$ cat src/rtl/ring_johnson_pkg.sv
// rtl/ring_johnson_pkg.sv - shared constants and pattern helpers for the ring/Johnson sequencer
package ring_johnson_pkg;

    localparam logic RJ_RING    = 1'b0;
    localparam logic RJ_JOHNSON = 1'b1;
    localparam logic RJ_RIGHT   = 1'b0;
    localparam logic RJ_LEFT    = 1'b1;

    // Helpers work on a 32-bit container; only the low 'width' bits are meaningful.
    function automatic logic [31:0] rj_phase_zero(input logic m, input int width);
        return (m == RJ_JOHNSON) ? 32'd0 : (32'd1 << (width - 1));
    endfunction

    function automatic logic rj_is_onehot(input logic [31:0] val, input int width);
        int ones;
        ones = 0;
        for (int i = 0; i < 32; i++) begin
            if (i < width && val[i]) ones++;
        end
        return ones == 1;
    endfunction

    function automatic logic rj_johnson_legal(input logic [31:0] val, input int width);
        int edges;
        edges = 0;
        for (int i = 0; i < 31; i++) begin
            if (i < width - 1 && val[i] != val[i+1]) edges++;
        end
        return edges <= 1;
    endfunction

endpackage

$ cat src/rtl/rj_legal_chk.sv
// rtl/rj_legal_chk.sv - combinational legality check of the counter state for the current mode
module rj_legal_chk
    import ring_johnson_pkg::*;
#(
    parameter int WIDTH = 8
) (
    input  logic [WIDTH-1:0] count,
    input  logic             mode,
    output logic             legal
);

    logic [31:0] count_ext;

    assign count_ext = 32'(count);
    assign legal = (mode == RJ_JOHNSON) ? rj_johnson_legal(count_ext, WIDTH)
                                        : rj_is_onehot(count_ext, WIDTH);

endmodule

$ cat src/rtl/ring_johnson_cntr.sv
// rtl/ring_johnson_cntr.sv - parametrised ring/Johnson sequencer with load and self-correction
module ring_johnson_cntr
    import ring_johnson_pkg::*;
#(
    parameter int   WIDTH      = 8,
    parameter logic RESET_MODE = 1'b0
) (
    input  logic             clk,
    input  logic             rstb,
    input  logic             en,
    input  logic             mode,
    input  logic             dir,
    input  logic             load,
    input  logic [WIDTH-1:0] load_val,
    output logic [WIDTH-1:0] count,
    output logic             wrap,
    output logic             err
);

    localparam logic [31:0] PZ_RING_32  = rj_phase_zero(RJ_RING, WIDTH);
    localparam logic [31:0] PZ_JOHN_32  = rj_phase_zero(RJ_JOHNSON, WIDTH);
    localparam logic [31:0] PZ_RESET_32 = rj_phase_zero(RESET_MODE, WIDTH);

    logic [WIDTH-1:0] count_q, count_d;
    logic             wrap_q, wrap_d;
    logic             err_q, err_d;
    logic             legal;
    logic [WIDTH-1:0] phase_zero;
    logic [WIDTH-1:0] shifted;
    logic             feedback;

    rj_legal_chk #(.WIDTH(WIDTH)) u_legal_chk (
        .count (count_q),
        .mode  (mode),
        .legal (legal)
    );

    assign phase_zero = (mode == RJ_JOHNSON) ? PZ_JOHN_32[WIDTH-1:0] : PZ_RING_32[WIDTH-1:0];

    // Johnson differs from ring only by inverting the bit that wraps around.
    always_comb begin
        feedback = 1'b0;
        shifted  = count_q;
        if (dir == RJ_LEFT) begin
            feedback = count_q[WIDTH-1] ^ mode;
            shifted  = {count_q[WIDTH-2:0], feedback};
        end else begin
            feedback = count_q[0] ^ mode;
            shifted  = {feedback, count_q[WIDTH-1:1]};
        end
    end

    always_comb begin
        count_d = count_q;
        wrap_d  = 1'b0;
        err_d   = 1'b0;
        if (load) begin
            count_d = load_val;
        end else if (en) begin
            if (!legal) begin
                count_d = phase_zero;
                err_d   = 1'b1;
            end else begin
                count_d = shifted;
                wrap_d  = (shifted == phase_zero);
            end
        end
    end

    always_ff @(posedge clk or negedge rstb) begin
        if (!rstb) begin
            count_q <= PZ_RESET_32[WIDTH-1:0];
            wrap_q  <= 1'b0;
            err_q   <= 1'b0;
        end else begin
            count_q <= count_d;
            wrap_q  <= wrap_d;
            err_q   <= err_d;
        end
    end

    assign count = count_q;
    assign wrap  = wrap_q;
    assign err   = err_q;

endmodule
$ cat config.mk
export PLATFORM = sky130hd
export DESIGN_NAME = ring_johnson_cntr
export DESIGN_NICKNAME = d
export VERILOG_FILES = /design/src/rtl/ring_johnson_pkg.sv /design/src/rtl/rj_legal_chk.sv /design/src/rtl/ring_johnson_cntr.sv
export SDC_FILE = /design/constraint.sdc
export NUM_CORES = 1
export LEC_CHECK = 0
export ABC_AREA = 1
export CAP_MARGIN = 20
export CELL_PAD_IN_SITES_DETAIL_PLACEMENT = 0
export CELL_PAD_IN_SITES_GLOBAL_PLACEMENT = 2
export CORE_ASPECT_RATIO = 1.1
export CORE_UTILIZATION = 31
export CTS_BUF_LIST = sky130_fd_sc_hd__clkbuf_4 sky130_fd_sc_hd__clkbuf_8
export CTS_CLUSTER_SIZE = 28
export DETAILED_ROUTE_END_ITERATION = 12
export HOLD_SLACK_MARGIN = 0.12
export PLACE_DENSITY = 0.94
export SKIP_CTS_REPAIR_TIMING = 1
export SLEW_MARGIN = 20
export SYNTH_ARGS = -nofsm -noshare
export SYNTH_HDL_FRONTEND = slang
export SYNTH_SLANG_ARGS = --single-unit
$ cat constraint.sdc
create_clock -name clk -period 10.6 [get_ports clk]
set_input_delay 1.06 -clock clk [delete_from_list [all_inputs] [get_ports clk]]
set_output_delay 1.06 -clock clk [all_outputs]
set_load 0.02 [all_outputs]
[Word-level counts from Yosys, hierarchy flattened]
Index checks and enable logic that the tools add are counted.
Operators by class
  add/subtract/negate cells: 13
  $mul: 0
  div/mod/pow operators: 0
  order comparisons: 1
  equal/unequal tests: 9
  shift-type cells: 0
  muxes and demuxes: 27
  bitwise gates (word level): 2
  reduce and logical (&&, ||, !) cells: 1
Operators by type and width (count)
  adder 32 x 2 -> 32 bit, second input constant: 13
  2-to-1 mux 32 bit: 13
  2-to-1 mux 8 bit: 5
  == test 32 x 2 -> 1 bit, second input constant: 1
  <= comparator 32 x 2 -> 1 bit, second input constant: 1
  2-to-1 mux 1 bit: 9
  == test 8 bit: 1
  != test 1 bit: 7
  nonzero test 2 bit: 1
  XOR 1 bit: 2
Word-level totals
  flip-flop bits (word level): 10
  latch bits: 0
  bits in writable memories: 0
  bits in read-only memories: 0
  input port bits: 14
  output and inout bits: 10
  word-level logic and storage cells: 56
  memories: 0

[Depth between registers and ports, before layout]
  word-level depth: 20
  depth in mapped cells: 32
  gate-level depth less buffers: 32

[By module]
Synthesis repeated with hierarchy kept, for this count alone.
Second synthesis, totals
  cells, all modules: 282
  area, all modules: 1616.6 µm²
Modules (own cells, without submodules)
  rj_legal_chk: instances 1, cells each 196, area each 987.2 µm²
  ring_johnson_cntr: instances 1, cells each 86, area each 629.4 µm²

[Least setup slack after synthesis]
No wires, ideal clock.
  path type: reg2reg
  start: register count_q[0] (netlist: count[0])
  end: register count_q[7] (netlist: count[7])
  setup time: 80 ps
  arrival: 3960 ps
  slack: 6560 ps
  cell stages (with the launch flop): 31
  path buffers: 0
  clock period less this slack: 4040 ps
  cells stage by stage: dfrtp_1 > inv_1 > ha_1 > ha_1 > inv_1 > nand3_1 > nand2_1 > inv_1 > ha_1 > or2_4 > nand2_1 > inv_1 > ha_1 > nand2_1 > nand2_4 > ha_1 > nand2_1 > nand2_2 > ha_1 > nand2_1 > inv_1 > nand3_1 > nand2_1 > clkinv_1 > nand2_1 > nor2_1 > nand3_2 > nand2_4 > nand2_2 > nand3_1 > nand2_1
On the way
  word-level cells in the longest chain between the ends: 20
  elaborated cells between the ends (all ways): 37
  those cells by class: 13 x add/sub; 1 x order compare; 2 x eq/ne; 20 x mux; 1 x bitwise
RTL lines
  from (decl): line ring_johnson_cntr.sv:24  | logic [WIDTH-1:0] count_q, count_d;
  from (signal assigned): line ring_johnson_cntr.sv:72  | count_q <= PZ_RESET_32[WIDTH-1:0];
  from (signal assigned): line ring_johnson_cntr.sv:76  | count_q <= count_d;
  2-to-1 mux 1 bit: line ring_johnson_pkg.sv:18  | if (i < width && val[i]) ones++;
  adder 32 x 2 -> 32 bit: line ring_johnson_pkg.sv:18
  2-to-1 mux 32 bit: line ring_johnson_pkg.sv:18
  adder 32 x 2 -> 32 bit: line ring_johnson_pkg.sv:18
  2-to-1 mux 32 bit: line ring_johnson_pkg.sv:18
  adder 32 x 2 -> 32 bit: line ring_johnson_pkg.sv:18
  2-to-1 mux 32 bit: line ring_johnson_pkg.sv:18
  adder 32 x 2 -> 32 bit: line ring_johnson_pkg.sv:18
  (+4 left out)
  2-to-1 mux 32 bit: line ring_johnson_pkg.sv:18
  adder 32 x 2 -> 32 bit: line ring_johnson_pkg.sv:18
  2-to-1 mux 32 bit: line ring_johnson_pkg.sv:18
  == test 32 x 2 -> 1 bit: line ring_johnson_pkg.sv:20  | return ones == 1;
  2-to-1 mux 1 bit: line rj_legal_chk.sv:15  | assign legal = (mode == RJ_JOHNSON) ? rj_johnson_legal(count_ext, WIDTH)
  2-to-1 mux 8 bit *: line ring_johnson_cntr.sv:60  | if (!legal) begin
  2-to-1 mux 8 bit *: line ring_johnson_cntr.sv:59  | end else if (en) begin
  2-to-1 mux 8 bit *: line ring_johnson_cntr.sv:57  | if (load) begin
Mark *: on every way between the ends. The rest lies on a longest branch, timed or not. The select of a mux whose other input is x is not followed.
A chain may end at the register's enable or synchronous reset.

[Worst setup path after layout]
  start: register count_q[1] (netlist: count[1])
  end: register count_q[7] (netlist: count[7])
On the way
  word-level cells in the longest chain between the ends: 19
  elaborated cells between the ends (all ways): 34
  those cells by class: 12 x add/sub; 1 x order compare; 3 x eq/ne; 18 x mux
RTL lines
  != test 1 bit: line ring_johnson_pkg.sv:27  | if (i < width - 1 && val[i] != val[i+1]) edges++;
  2-to-1 mux 1 bit: line ring_johnson_pkg.sv:27
  adder 32 x 2 -> 32 bit: line ring_johnson_pkg.sv:27
  2-to-1 mux 32 bit: line ring_johnson_pkg.sv:27
  adder 32 x 2 -> 32 bit: line ring_johnson_pkg.sv:27
  2-to-1 mux 32 bit: line ring_johnson_pkg.sv:27
  adder 32 x 2 -> 32 bit: line ring_johnson_pkg.sv:27
  2-to-1 mux 32 bit: line ring_johnson_pkg.sv:27
  (+3 left out)
  2-to-1 mux 32 bit: line ring_johnson_pkg.sv:27
  adder 32 x 2 -> 32 bit: line ring_johnson_pkg.sv:27
  2-to-1 mux 32 bit: line ring_johnson_pkg.sv:27
  <= comparator 32 x 2 -> 1 bit: line ring_johnson_pkg.sv:29  | return edges <= 1;
  2-to-1 mux 1 bit *: line rj_legal_chk.sv:15
  2-to-1 mux 8 bit *: line ring_johnson_cntr.sv:60
  2-to-1 mux 8 bit *: line ring_johnson_cntr.sv:59
  2-to-1 mux 8 bit *: line ring_johnson_cntr.sv:57
Marked as above.

==> impl_metrics.csv <==
group,metric,value,unit
run_status,outcome,"completed",
timing,relSlewSlack,64.0,%
setup_path,crit_type,"flip-flop to flip-flop",
final_layout,drive_gt1_share,10.3,%
hold_path,hold_class,"flip-flop to flip-flop",
setup_path,slowest_stage,"dfrtp_1",
yosys,syn_inst,280,
detailed_routing,drtIter0Drc,67,
setup_path,cp-end-kind,"flip-flop",
final_layout,multi_input_area,1150,sq um
grt,grt_pass1_vias,1741,
place,dp_hpwl,3.28,mm
yosys,synth_fp_nets,306,
floorplan,num_rows,27,
timing,clock_skew,0.00501,ns
pwr,powerDensity,218,nW/um^2
timing,timing.final.crit_share,40.8,%
clock_network,clk_pin_slew,0.05,ns
place,gp_congestion,0.767,
yosys,ys_seq_elements,10,
setup_path,crit_fanout,9,
setup_path,required,10.76,ns
timing,rsz0062_at_grt,"false",
detailed_routing,vias,1707,
timing,period_minus_slack,4.32,ns
detailed_routing,postRouteAntennaNets,0,
grt,grt_remaining_overflow,0,
floorplan,start_util,32.2,%
setup_path,worstPathArrival,4.49,ns
grt,grt_usage,16.5,%
detailed_routing,routed_wl,3.99,mm
yosys,seq_area_frac_synth,15.7,%
place,port_buffers,23,
clock_network,root_buffer,"clkbuf_8",
final_layout,fin_cells,358,
setup_path,critPathBufInv,6,
floorplan,core_area,4970,sq um
timing,tns,0,ns
place,dp.cells,354,
clock_network,clkLatencyLatePin,0.24,ns
timing,worstMarginPinSlew,0.539,ns
detailed_routing,vias_per_cell,4.77,
setup_path,r2r_cells,30,
setup_path,r2r_slack,6.28,ns
final_layout,nNetsFinal,327,
setup_path,crit_family,"adder cells",
hold_path,whs_path_depth,2,
timing,max_clock_freq,231,MHz
setup_path,crit_path_max_incr_delay,0.47,ns
floorplan,dieWidth,70.5,um
timing,fin_ws,6.28,ns
setup_path,cp.depth,30,
yosys,syn-mean-instance-area,5.71,sq um
yosys,synth_area,1600,sq um
final_layout,diodes,0,
clock_network,cts_tree,"done",
detailed_routing,drt_first_pass_iters,4,
yosys,yosysUniqueCellTypes,31,
yosys,synth-warning-count,0,
timing,finalHoldViolations,0,
detailed_routing,drc,0,
grt,antenna_found_initial,0,
grt,grt_start_max_net_pins,17,
final_layout,utilization,38.5,%
clock_network,clock_path_buffers,2,
floorplan,dieArea,5450,sq um
clock_network,cts_sinks,10,
place,pre_cts_ws,6.28,ns
pwr,ir_worst_vdd,126,uV
setup_path,crit_path_start_kind,"flip-flop",
detailed_routing,wl_per_cell,11.1,um
clock_network,numCtsBuffers,3,
run,max_cap_violations,0,
timing,finalSetupViolations,0,
final_layout,seq_area,251,sq um
final_layout,syn2layout_area_growth,19.7,%
grt,grt_pass1_wl,7.43,mm
setup_path,critPathMostFrequentCell,"nand2_1",
floorplan,io_pins,24,
pwr,power.leakage,1.06,nW
timing,drv_slew,0,
timing,worst_hold_slack,0.597,ns
final_layout,fill_cells,554,
floorplan,die_y,77.3,um
clock_network,cts_max_level,1,
==> cell families (layout without fill, tap and decap cells) <==
kind of cell	Yosys count	count (layout)	synth area share [%]
DFF	10	10	15.7
AOI/OAI and AO/OA	16	16	5.48
and+or+nand+nor	187	187	54.1
xor gates and xnor gates	5	5	2.74
buffers and inverters	50	70	12.5
adders and majority gates	12	12	9.40
==> cell usage in the layout, fill, tap and decap left out, drive strengths merged, types with 2 or more instances in the layout <==
cell type / Yosys / layout
dfrtp: 9 / 9
nor2: 16 / 16
xnor2: 4 / 4
nand3b: 3 / 3
or2: 3 / 3
clkdlybuf4s50: 0 / 23
clkbuf: 3 / 4
inv: 42 / 42
a21oi: 2 / 2
nand3: 46 / 46
nand2: 116 / 116
ha: 12 / 12
o21ai: 11 / 11
==> power breakdown <==
part | internal (W) | leakage (nW) | switching [W] | total, W
sequential | 0.0000459 | 0.125 | 0.0000156 | 0.0000615
clock | 0.0000289 | 0.0262 | 0.0000150 | 0.0000439
combinational | 0.000119 | 0.907 | 0.000193 | 0.000312
total | 0.000194 | 1.06 | 0.000223 | 0.000417
==> path summary, 6_finish.rpt <==
kind | from | to
worst max register to register | count[1]$_DFFE_PN0P_ | count[7]$_DFFE_PN1P_
worst max-delay path | count[1]$_DFFE_PN0P_ | count[7]$_DFFE_PN1P_
min in group asynchronous | rstb | count[4]$_DFFE_PN0P_
worst min-delay path | count[0]$_DFFE_PN0P_ | count[0]$_DFFE_PN0P_
worst min register to register | count[0]$_DFFE_PN0P_ | count[0]$_DFFE_PN0P_
max in group asynchronous | rstb | count[7]$_DFFE_PN1P_
==> cell type report <==
class	instances	area share (%)
Multi-Input combinational cell	220	59.9
Tap cell	58	3.79
Timing Repair Buffer	23	12.0
Clock buffer	4	2.55
Inverter	43	8.57
Sequential cell	10	13.1
==> tightest hold or removal path: stages, from the launching register on <==
cell     delay (ns)
dfrtp_1        0.42
nand2_1        0.07
nand3_1        0.07
==> Yosys cell counts <==
cell type,instances,area share (%)
nand3b_1,3,1.4
nand2_2,11,4.3
dfstp_2,1,1.6
or2_4,1,0.55
buf_4,2,0.94
xor2_1,1,0.55
xnor2_1,4,2.2
inv_1,38,8.9
nor2_1,15,3.5
nand2_4,3,2.1
a21oi_1,2,0.63
buf_2,2,0.63
nor4_1,1,0.39
clkbuf_1,3,0.70
a21boi_1,1,0.47
o21ai_0,11,3.4
a22oi_1,1,0.47
nand2_1,102,24
nand4_1,1,0.39
nand3_2,5,3.1
clkinv_1,1,0.23
nand3_1,41,13
nor3_1,1,0.31
o21a_1,1,0.47
or2_2,1,0.39
inv_2,3,0.70
nor2_2,1,0.39
dfrtp_1,9,14
inv_4,1,0.39
ha_1,12,9.4
or2_1,1,0.39
==> metal layers <==
| layer | share of wire (%) | track usage (%) | vias up | wire [um] |
|---|---|---|---|---|
| met5 | 0 | 0 | - | 0 |
| li1 | - | - | 920 | - |
| met4 | 1.9 | 6.40 | 0 | 74 |
| met3 | 2.6 | 0.920 | 7 | 105 |
| met1 | 44 | 19.6 | 742 | 1750 |
| met2 | 51 | 30.3 | 38 | 2050 |
==> flip-flops by register name (all words and copies together) (netlist names) <==
name,cells
wrap,1
count,8
err,1
==> through the flow <==
step	area (sq um)	power, W
after global routing	1910	0.000483
final	1910	0.000417
after global placement	1860	0.000377
after floorplan	1600	0.000308
after CTS	1910	0.000424
after detailed placement	1860	0.000376
Power figures use the tool's default switching activity.
